### src/rtl/pipeline_mem_arbiter_if.sv
// pipeline_mem_arbiter_if: pipeline request, memory port and hazard signals of the memory arbiter.
interface pipeline_mem_arbiter_if #(
  parameter int ADDR_W = 32,
  parameter int DATA_W = 32
);
  logic              fetch_req;
  logic [ADDR_W-1:0] fetch_addr;
  logic [DATA_W-1:0] fetch_rdata;
  logic              fetch_valid;
  logic              data_req;
  logic              data_we;
  logic [ADDR_W-1:0] data_addr;
  logic [DATA_W-1:0] data_wdata;
  logic [DATA_W-1:0] data_rdata;
  logic              data_valid;
  logic              mem_req;
  logic              mem_we;
  logic [ADDR_W-1:0] mem_addr;
  logic [DATA_W-1:0] mem_wdata;
  logic [DATA_W-1:0] mem_rdata;
  logic              mem_ack;
  logic              stall_fetch;
  logic              stall_data;
  logic              flush_e;
  logic              bus_error;
  modport master (
    input  fetch_req, fetch_addr, data_req, data_we, data_addr, data_wdata, mem_rdata, mem_ack,
    output fetch_rdata, fetch_valid, data_rdata, data_valid, mem_req, mem_we, mem_addr, mem_wdata,
           stall_fetch, stall_data, flush_e, bus_error
  );
  modport slave (
    output fetch_req, fetch_addr, data_req, data_we, data_addr, data_wdata, mem_rdata, mem_ack,
    input  fetch_rdata, fetch_valid, data_rdata, data_valid, mem_req, mem_we, mem_addr, mem_wdata,
           stall_fetch, stall_data, flush_e, bus_error
  );
endinterface

### src/rtl/pipeline_mem_arbiter.sv
// pipeline_mem_arbiter: shares one memory port between IF and MEM; data wins, fetches are never pre-empted.
// Define ARB_TIMEOUT_EN to abort accesses after TIMEOUT busy cycles with a sticky bus_error.
module pipeline_mem_arbiter #(
  parameter int ADDR_W  = 32,
  parameter int DATA_W  = 32,
  parameter int TIMEOUT = 16
) (
  input logic clock,
  input logic reset,
  pipeline_mem_arbiter_if.master bus
);
  typedef enum logic [2:0] {IDLE, D_BUSY, F_BUSY, D_RESP, F_RESP} state_t;
  state_t state, state_nx;
  logic busy, done, abort;
  logic mem_we;
  logic [ADDR_W-1:0] mem_addr;
  logic [DATA_W-1:0] mem_wdata, fetch_rdata, data_rdata;
  assign busy = state == D_BUSY || state == F_BUSY;
  assign done = bus.mem_ack | abort;
  always_comb begin
    state_nx = IDLE;
    case (state)
      IDLE:    state_nx = bus.data_req ? D_BUSY : bus.fetch_req ? F_BUSY : IDLE;
      D_BUSY:  state_nx = done ? D_RESP : D_BUSY;
      F_BUSY:  state_nx = done ? F_RESP : F_BUSY;
      default: state_nx = IDLE;
    endcase
  end
  always_ff @(posedge clock) begin
    if (!reset) begin
      state       <= IDLE;
      mem_we      <= 1'b0;
      mem_addr    <= '0;
      mem_wdata   <= '0;
      fetch_rdata <= '0;
      data_rdata  <= '0;
    end else begin
      state <= state_nx;
      if (state == IDLE && bus.data_req) begin
        mem_we    <= bus.data_we;
        mem_addr  <= bus.data_addr;
        mem_wdata <= bus.data_wdata;
      end else if (state == IDLE && bus.fetch_req) begin
        mem_we   <= 1'b0;
        mem_addr <= bus.fetch_addr;
      end
      // a timed-out access returns zero data; stores keep the last load data on a real ack
      if (state == D_BUSY && bus.mem_ack && !mem_we) data_rdata <= bus.mem_rdata;
      else if (state == D_BUSY && abort) data_rdata <= '0;
      if (state == F_BUSY && bus.mem_ack) fetch_rdata <= bus.mem_rdata;
      else if (state == F_BUSY && abort) fetch_rdata <= '0;
    end
  end
`ifdef ARB_TIMEOUT_EN
  logic [$clog2(TIMEOUT+1)-1:0] cnt;
  logic err;
  assign abort = busy && !bus.mem_ack && 32'(cnt) == TIMEOUT - 1;
  always_ff @(posedge clock) begin
    if (!reset) begin
      cnt <= '0;
      err <= 1'b0;
    end else begin
      cnt <= (busy && !bus.mem_ack) ? cnt + 1'b1 : '0;
      err <= err | abort;
    end
  end
  assign bus.bus_error = err;
`else
  assign abort = 1'b0;
  assign bus.bus_error = 1'b0;
`endif
  assign bus.mem_req     = busy;
  assign bus.mem_we      = mem_we;
  assign bus.mem_addr    = mem_addr;
  assign bus.mem_wdata   = mem_wdata;
  assign bus.fetch_rdata = fetch_rdata;
  assign bus.data_rdata  = data_rdata;
  assign bus.fetch_valid = state == F_RESP;
  assign bus.data_valid  = state == D_RESP;
  assign bus.stall_data  = bus.data_req & ~bus.data_valid;
  assign bus.stall_fetch = bus.stall_data | (bus.fetch_req & ~bus.fetch_valid);
  assign bus.flush_e     = bus.stall_fetch & ~bus.stall_data;
endmodule

### src/flat_wrapper.sv
// flat-port wrapper written by rule: the top's interface ports become plain ports
module pipeline_mem_arbiter_flat 
#(
  parameter int ADDR_W  = 32,
  parameter int DATA_W  = 32,
  parameter int TIMEOUT = 16
)
  (clock, reset, bus_fetch_req, bus_fetch_addr, bus_data_req, bus_data_we, bus_data_addr, bus_data_wdata, bus_mem_rdata, bus_mem_ack, bus_fetch_rdata, bus_fetch_valid, bus_data_rdata, bus_data_valid, bus_mem_req, bus_mem_we, bus_mem_addr, bus_mem_wdata, bus_stall_fetch, bus_stall_data, bus_flush_e, bus_bus_error);
  pipeline_mem_arbiter_if #(.ADDR_W(ADDR_W), .DATA_W(DATA_W)) bus_i ();
  input logic clock;
  input logic reset;
  input wire logic [$bits(bus_i.fetch_req)-1:0] bus_fetch_req;
  input wire logic [$bits(bus_i.fetch_addr)-1:0] bus_fetch_addr;
  input wire logic [$bits(bus_i.data_req)-1:0] bus_data_req;
  input wire logic [$bits(bus_i.data_we)-1:0] bus_data_we;
  input wire logic [$bits(bus_i.data_addr)-1:0] bus_data_addr;
  input wire logic [$bits(bus_i.data_wdata)-1:0] bus_data_wdata;
  input wire logic [$bits(bus_i.mem_rdata)-1:0] bus_mem_rdata;
  input wire logic [$bits(bus_i.mem_ack)-1:0] bus_mem_ack;
  output wire logic [$bits(bus_i.fetch_rdata)-1:0] bus_fetch_rdata;
  output wire logic [$bits(bus_i.fetch_valid)-1:0] bus_fetch_valid;
  output wire logic [$bits(bus_i.data_rdata)-1:0] bus_data_rdata;
  output wire logic [$bits(bus_i.data_valid)-1:0] bus_data_valid;
  output wire logic [$bits(bus_i.mem_req)-1:0] bus_mem_req;
  output wire logic [$bits(bus_i.mem_we)-1:0] bus_mem_we;
  output wire logic [$bits(bus_i.mem_addr)-1:0] bus_mem_addr;
  output wire logic [$bits(bus_i.mem_wdata)-1:0] bus_mem_wdata;
  output wire logic [$bits(bus_i.stall_fetch)-1:0] bus_stall_fetch;
  output wire logic [$bits(bus_i.stall_data)-1:0] bus_stall_data;
  output wire logic [$bits(bus_i.flush_e)-1:0] bus_flush_e;
  output wire logic [$bits(bus_i.bus_error)-1:0] bus_bus_error;
  assign bus_i.fetch_req = bus_fetch_req;
  assign bus_i.fetch_addr = bus_fetch_addr;
  assign bus_i.data_req = bus_data_req;
  assign bus_i.data_we = bus_data_we;
  assign bus_i.data_addr = bus_data_addr;
  assign bus_i.data_wdata = bus_data_wdata;
  assign bus_i.mem_rdata = bus_mem_rdata;
  assign bus_i.mem_ack = bus_mem_ack;
  assign bus_fetch_rdata = bus_i.fetch_rdata;
  assign bus_fetch_valid = bus_i.fetch_valid;
  assign bus_data_rdata = bus_i.data_rdata;
  assign bus_data_valid = bus_i.data_valid;
  assign bus_mem_req = bus_i.mem_req;
  assign bus_mem_we = bus_i.mem_we;
  assign bus_mem_addr = bus_i.mem_addr;
  assign bus_mem_wdata = bus_i.mem_wdata;
  assign bus_stall_fetch = bus_i.stall_fetch;
  assign bus_stall_data = bus_i.stall_data;
  assign bus_flush_e = bus_i.flush_e;
  assign bus_bus_error = bus_i.bus_error;
  pipeline_mem_arbiter #(.ADDR_W(ADDR_W), .DATA_W(DATA_W), .TIMEOUT(TIMEOUT)) u_core (.clock(clock), .reset(reset), .bus(bus_i));
endmodule
### config.mk
export PLATFORM = sky130hd
export DESIGN_NAME = pipeline_mem_arbiter_flat
export DESIGN_NICKNAME = d
export VERILOG_FILES = /design/src/rtl/pipeline_mem_arbiter_if.sv /design/src/rtl/pipeline_mem_arbiter.sv /design/src/flat_wrapper.sv
export SDC_FILE = /design/constraint.sdc
export NUM_CORES = 1
export LEC_CHECK = 0
export ABC_AREA = 1
export CAP_MARGIN = 20
export CELL_PAD_IN_SITES_DETAIL_PLACEMENT = 0
export CELL_PAD_IN_SITES_GLOBAL_PLACEMENT = 1
export CORE_MARGIN = 2
export CORE_UTILIZATION = 27
export DETAILED_ROUTE_END_ITERATION = 8
export GPL_ROUTABILITY_DRIVEN = 0
export PLACE_DENSITY = 0.8
export SLEW_MARGIN = 20
export SYNTH_ARGS = -nofsm -noshare
export SYNTH_HDL_FRONTEND = slang
export SYNTH_SLANG_ARGS = --single-unit
### constraint.sdc
create_clock -name clock -period 1.5 [get_ports clock]
set_input_delay 0.15 -clock clock [delete_from_list [all_inputs] [get_ports clock]]
set_output_delay 0.15 -clock clock [all_outputs]
set_load 0.02 [all_outputs]
==> run_results.csv <==
group,metric,value,unit
synth,yosys-top-cells-count,"232 x nand2_1, 229 x nor2_1, 132 x dfxtp_1",
place,place_ws,-0.0113,ns
finish,seqCellArea,0.00265,mm^2
detailed_routing,post_drt_wl_per_cell,13.0,um
sta,hold_viol_final,0,
grt,met1_usage,0.191,
sta,setup_tns,-0.235,ns
setup_path,worstPathMaxFanout,3,
finish,n_antenna_cell,0,
sta,finalSetupViolCount,4,
floorplan,die_h,148,um
synth,ys_seq_elements,132,
detailed_routing,drtAntennaViolNets,0,
floorplan,die_w,148,um
pwr,power.share.sequential,0.366,
synth,yosys_most_used_dff,"dfxtp_1",
clocking,clock_latency,0.42,ns
synth,synth_compound_area_frac,0.0621,
synth,synth_cell_types,22,
setup_path,endpoint_kind,"output pin",
setup_path,crit_required,1.35,ns
floorplan,die_area,0.0218,mm^2
grt,grt_pass1_wl,28300,um
pwr,clkPwrFrac,0.398,
place,post-dp-hpwl,12700,um
floorplan,core_region_area,0.0202,mm^2
clocking,root_buffer,"clkbuf_16",
synth,synth_cells,828,
synth,synthMuxAreaShare,0,
detailed_routing,drc,0,
pwr,combPwrFrac,0.236,
pwr,switching_share,0.297,
synth,netlist_area,0.00556,mm^2
pwr,power_density,1170,mW/mm^2
finish,layout-drive-gt1-share,0.0863,
finish,area_growth,66.2,%
detailed_routing,vias_per_cell,4.14,
status,status,"finished, violations left",
grt,overflow,0,
setup_path,cp.arrival,1.47,ns
synth,yosys_warnings,0,
grt,met2_usage,0.277,
sta,worst_slack,-0.121,ns
detailed_routing,drt-pass1-iter-count,4,
floorplan,io-pin-count,270,
finish,multiInputGateArea,0.00246,mm^2
grt,antenna_found_initial,0,
grt,grt_pass1_vias,5376,
clocking,cts_buffers,17,
grt,track_usage,0.164,
pwr,ir_drop,0.000678,V
synth,yosys.area_share.simple,0.368,
synth,syn_nets,962,
synth,yosysMostFrequentCell,"nand2_1",
synth,synthXorXnorAreaFrac,0,
grt,busiest_layer,"met2",
synth,async_reset_ff_frac,0,
synth,synth_area_leaders,"dfxtp_1 47%, nand2_1 16%, nor2_1 15%, inv_1 4.7%, nand3b_1 4.3%",
status,failed_checks,"setup timing",
sta,finalCritPeriodShare,1.08,
synth,yosys.area_share.adder,0,
clocking,cts_tree,"built",
pwr,p_leak,4.68,nW
pwr,p_sw,3.21,mW
finish,fin_nets,1233,
clocking,clkTransAtPathRegs,0.06,ns
synth,ys_seq_area_frac,0.475,
min_path,hold_class,"in -> reg",
sta,rsz0062_at_grt,"yes",
synth,syn_area_per_cell,6.72,um^2
clocking,ctsHoldBuffers,0,
setup_path,cp-start-kind,"flop",
clocking,cts_max_level,4,
sta,slew_viol_final,0,
synth,synth_top_family_by_area,"simple AND/OR/NAND/NOR gates",
detailed_routing,vias,5728,
setup_path,critical_path_class,"reg -> out",
clocking,clock-sinks,132,
sta,min_period,1.62,ns
synth,synth_area_leader_cell,"dfxtp_1",
grt,grt_util_met3,0.0664,
floorplan,start_util,0.275,
sta,skew,0.00956,ns
sta,fmax,617,MHz
grt,grt_max_degree,69,
synth,synth_edf_count,0,
finish,n_fill_cell,2124,
floorplan,rows,52,
detailed_routing,wl,18000,um
synth,synth_top_area_frac,0.475,
flow_run,max_cap_violations,0,
place,place.port_buffers,268,
clocking,clock_path_buffers,2,
pwr,internal-power,7.60,mW
detailed_routing,drtIter0Drc,241,
==> state kept, by name, indices dropped and copies added (netlist names) <==
signal and flops:
u_core.bus.mem_addr 32, u_core.bus.fetch_rdata 32, u_core.bus.data_rdata 32, u_core.state 3
u_core.bus.mem_we 1, u_core.bus.mem_wdata 32
==> worst max-delay path, cell delays in order, from the launching register on <==
cell     delay [ns]
dfxtp_2        0.35
inv_2          0.05
buf_6          0.11
nor3_4         0.21
nor2_2         0.09
nor2_2         0.11
buf_6          0.14
==> metal layers <==
metal  share of wire  vias up
li1                -     3033
met1            0.42     2501
met2            0.48      177
met3           0.089       17
met4           0.013        0
met5               0        -
==> what timing repair did <==
action,in CTS,in global routing
buffers inserted,4,2
resized for setup,150,13
setup endpoints to repair,135,38
cloned,0,1
endpoints found under the hold margin,0,0
pin swaps,3,3
==> layout make-up <==
cell class                      instances  area share
Clock buffer                           17      0.0460
Clock inverter                         15      0.0195
Inverter                               74      0.0300
Multi-Input combinational cell        572       0.266
Sequential cell                       132       0.286
Tap cell                              270      0.0365
Timing Repair Buffer                  302       0.316
==> cells by family (layout without fill, tap and decap cells) <==
family / count (synthesis) / after routing
buffers and inverters: 124 / 408
and+or+nand+nor: 502 / 502
AOI/OAI and AO/OA: 69 / 69
other: 1 / 1
DFF: 132 / 132
==> worst paths after layout <==
check                          start                  endpoint  slack [ns]  cells past startpoint
min                            reset   u_core.bus.mem_addr[22]        0.12                      3
min reg2reg  u_core.bus.mem_wdata[7]   u_core.bus.mem_wdata[7]        0.46                      2
max reg2reg          u_core.state[0]  u_core.bus.data_rdata[1]        0.13                      9
max                  u_core.state[0]               bus_flush_e       -0.12                      6
==> layout by cell type (no fill, tap or decap), drive strengths merged <==
cell,n
conb,1
nand3,4
clkbuf,18
bufinv,3
nand3b,32
nand2,232
dfxtp,132
nor3,1
nand4,2
inv,77
buf,40
o21ai,34
a21oi,35
clkinvlp,2
nor2,231
clkdlybuf4s50,132
clkinv,7
dlygate4sd2,129
==> through the flow <==
stage | util | std cells | power, mW | hold slack, ns | cell area (um^2)
4_1_cts | 0.453 | 1380 | 10.9 | 0.104 | 9170
2_1_floorplan | - | 828 | 5.38 | 0.285 | 5570
3_3_place_gp | 0.429 | 1344 | 6.72 | 0.451 | 8670
5_1_grt | 0.457 | 1382 | 11.4 | 0.115 | 9250
6_report | 0.457 | 1382 | 10.8 | 0.115 | 9250
3_5_place_dp | 0.429 | 1344 | 6.74 | 0.456 | 8670
==> power groups by stage <==
stage / Sequential [mW] / Clock [mW] / Combinational (mW)
floorplan: 4.40 / 0 / 0.987
global placement: 4.03 / 0 / 2.70
detailed placement: 4.04 / 0 / 2.70
CTS: 3.96 / 4.44 / 2.53
global route: 3.99 / 4.59 / 2.82
finish: 3.95 / 4.31 / 2.55
Note: power is estimated with default switching activity, not from simulation.
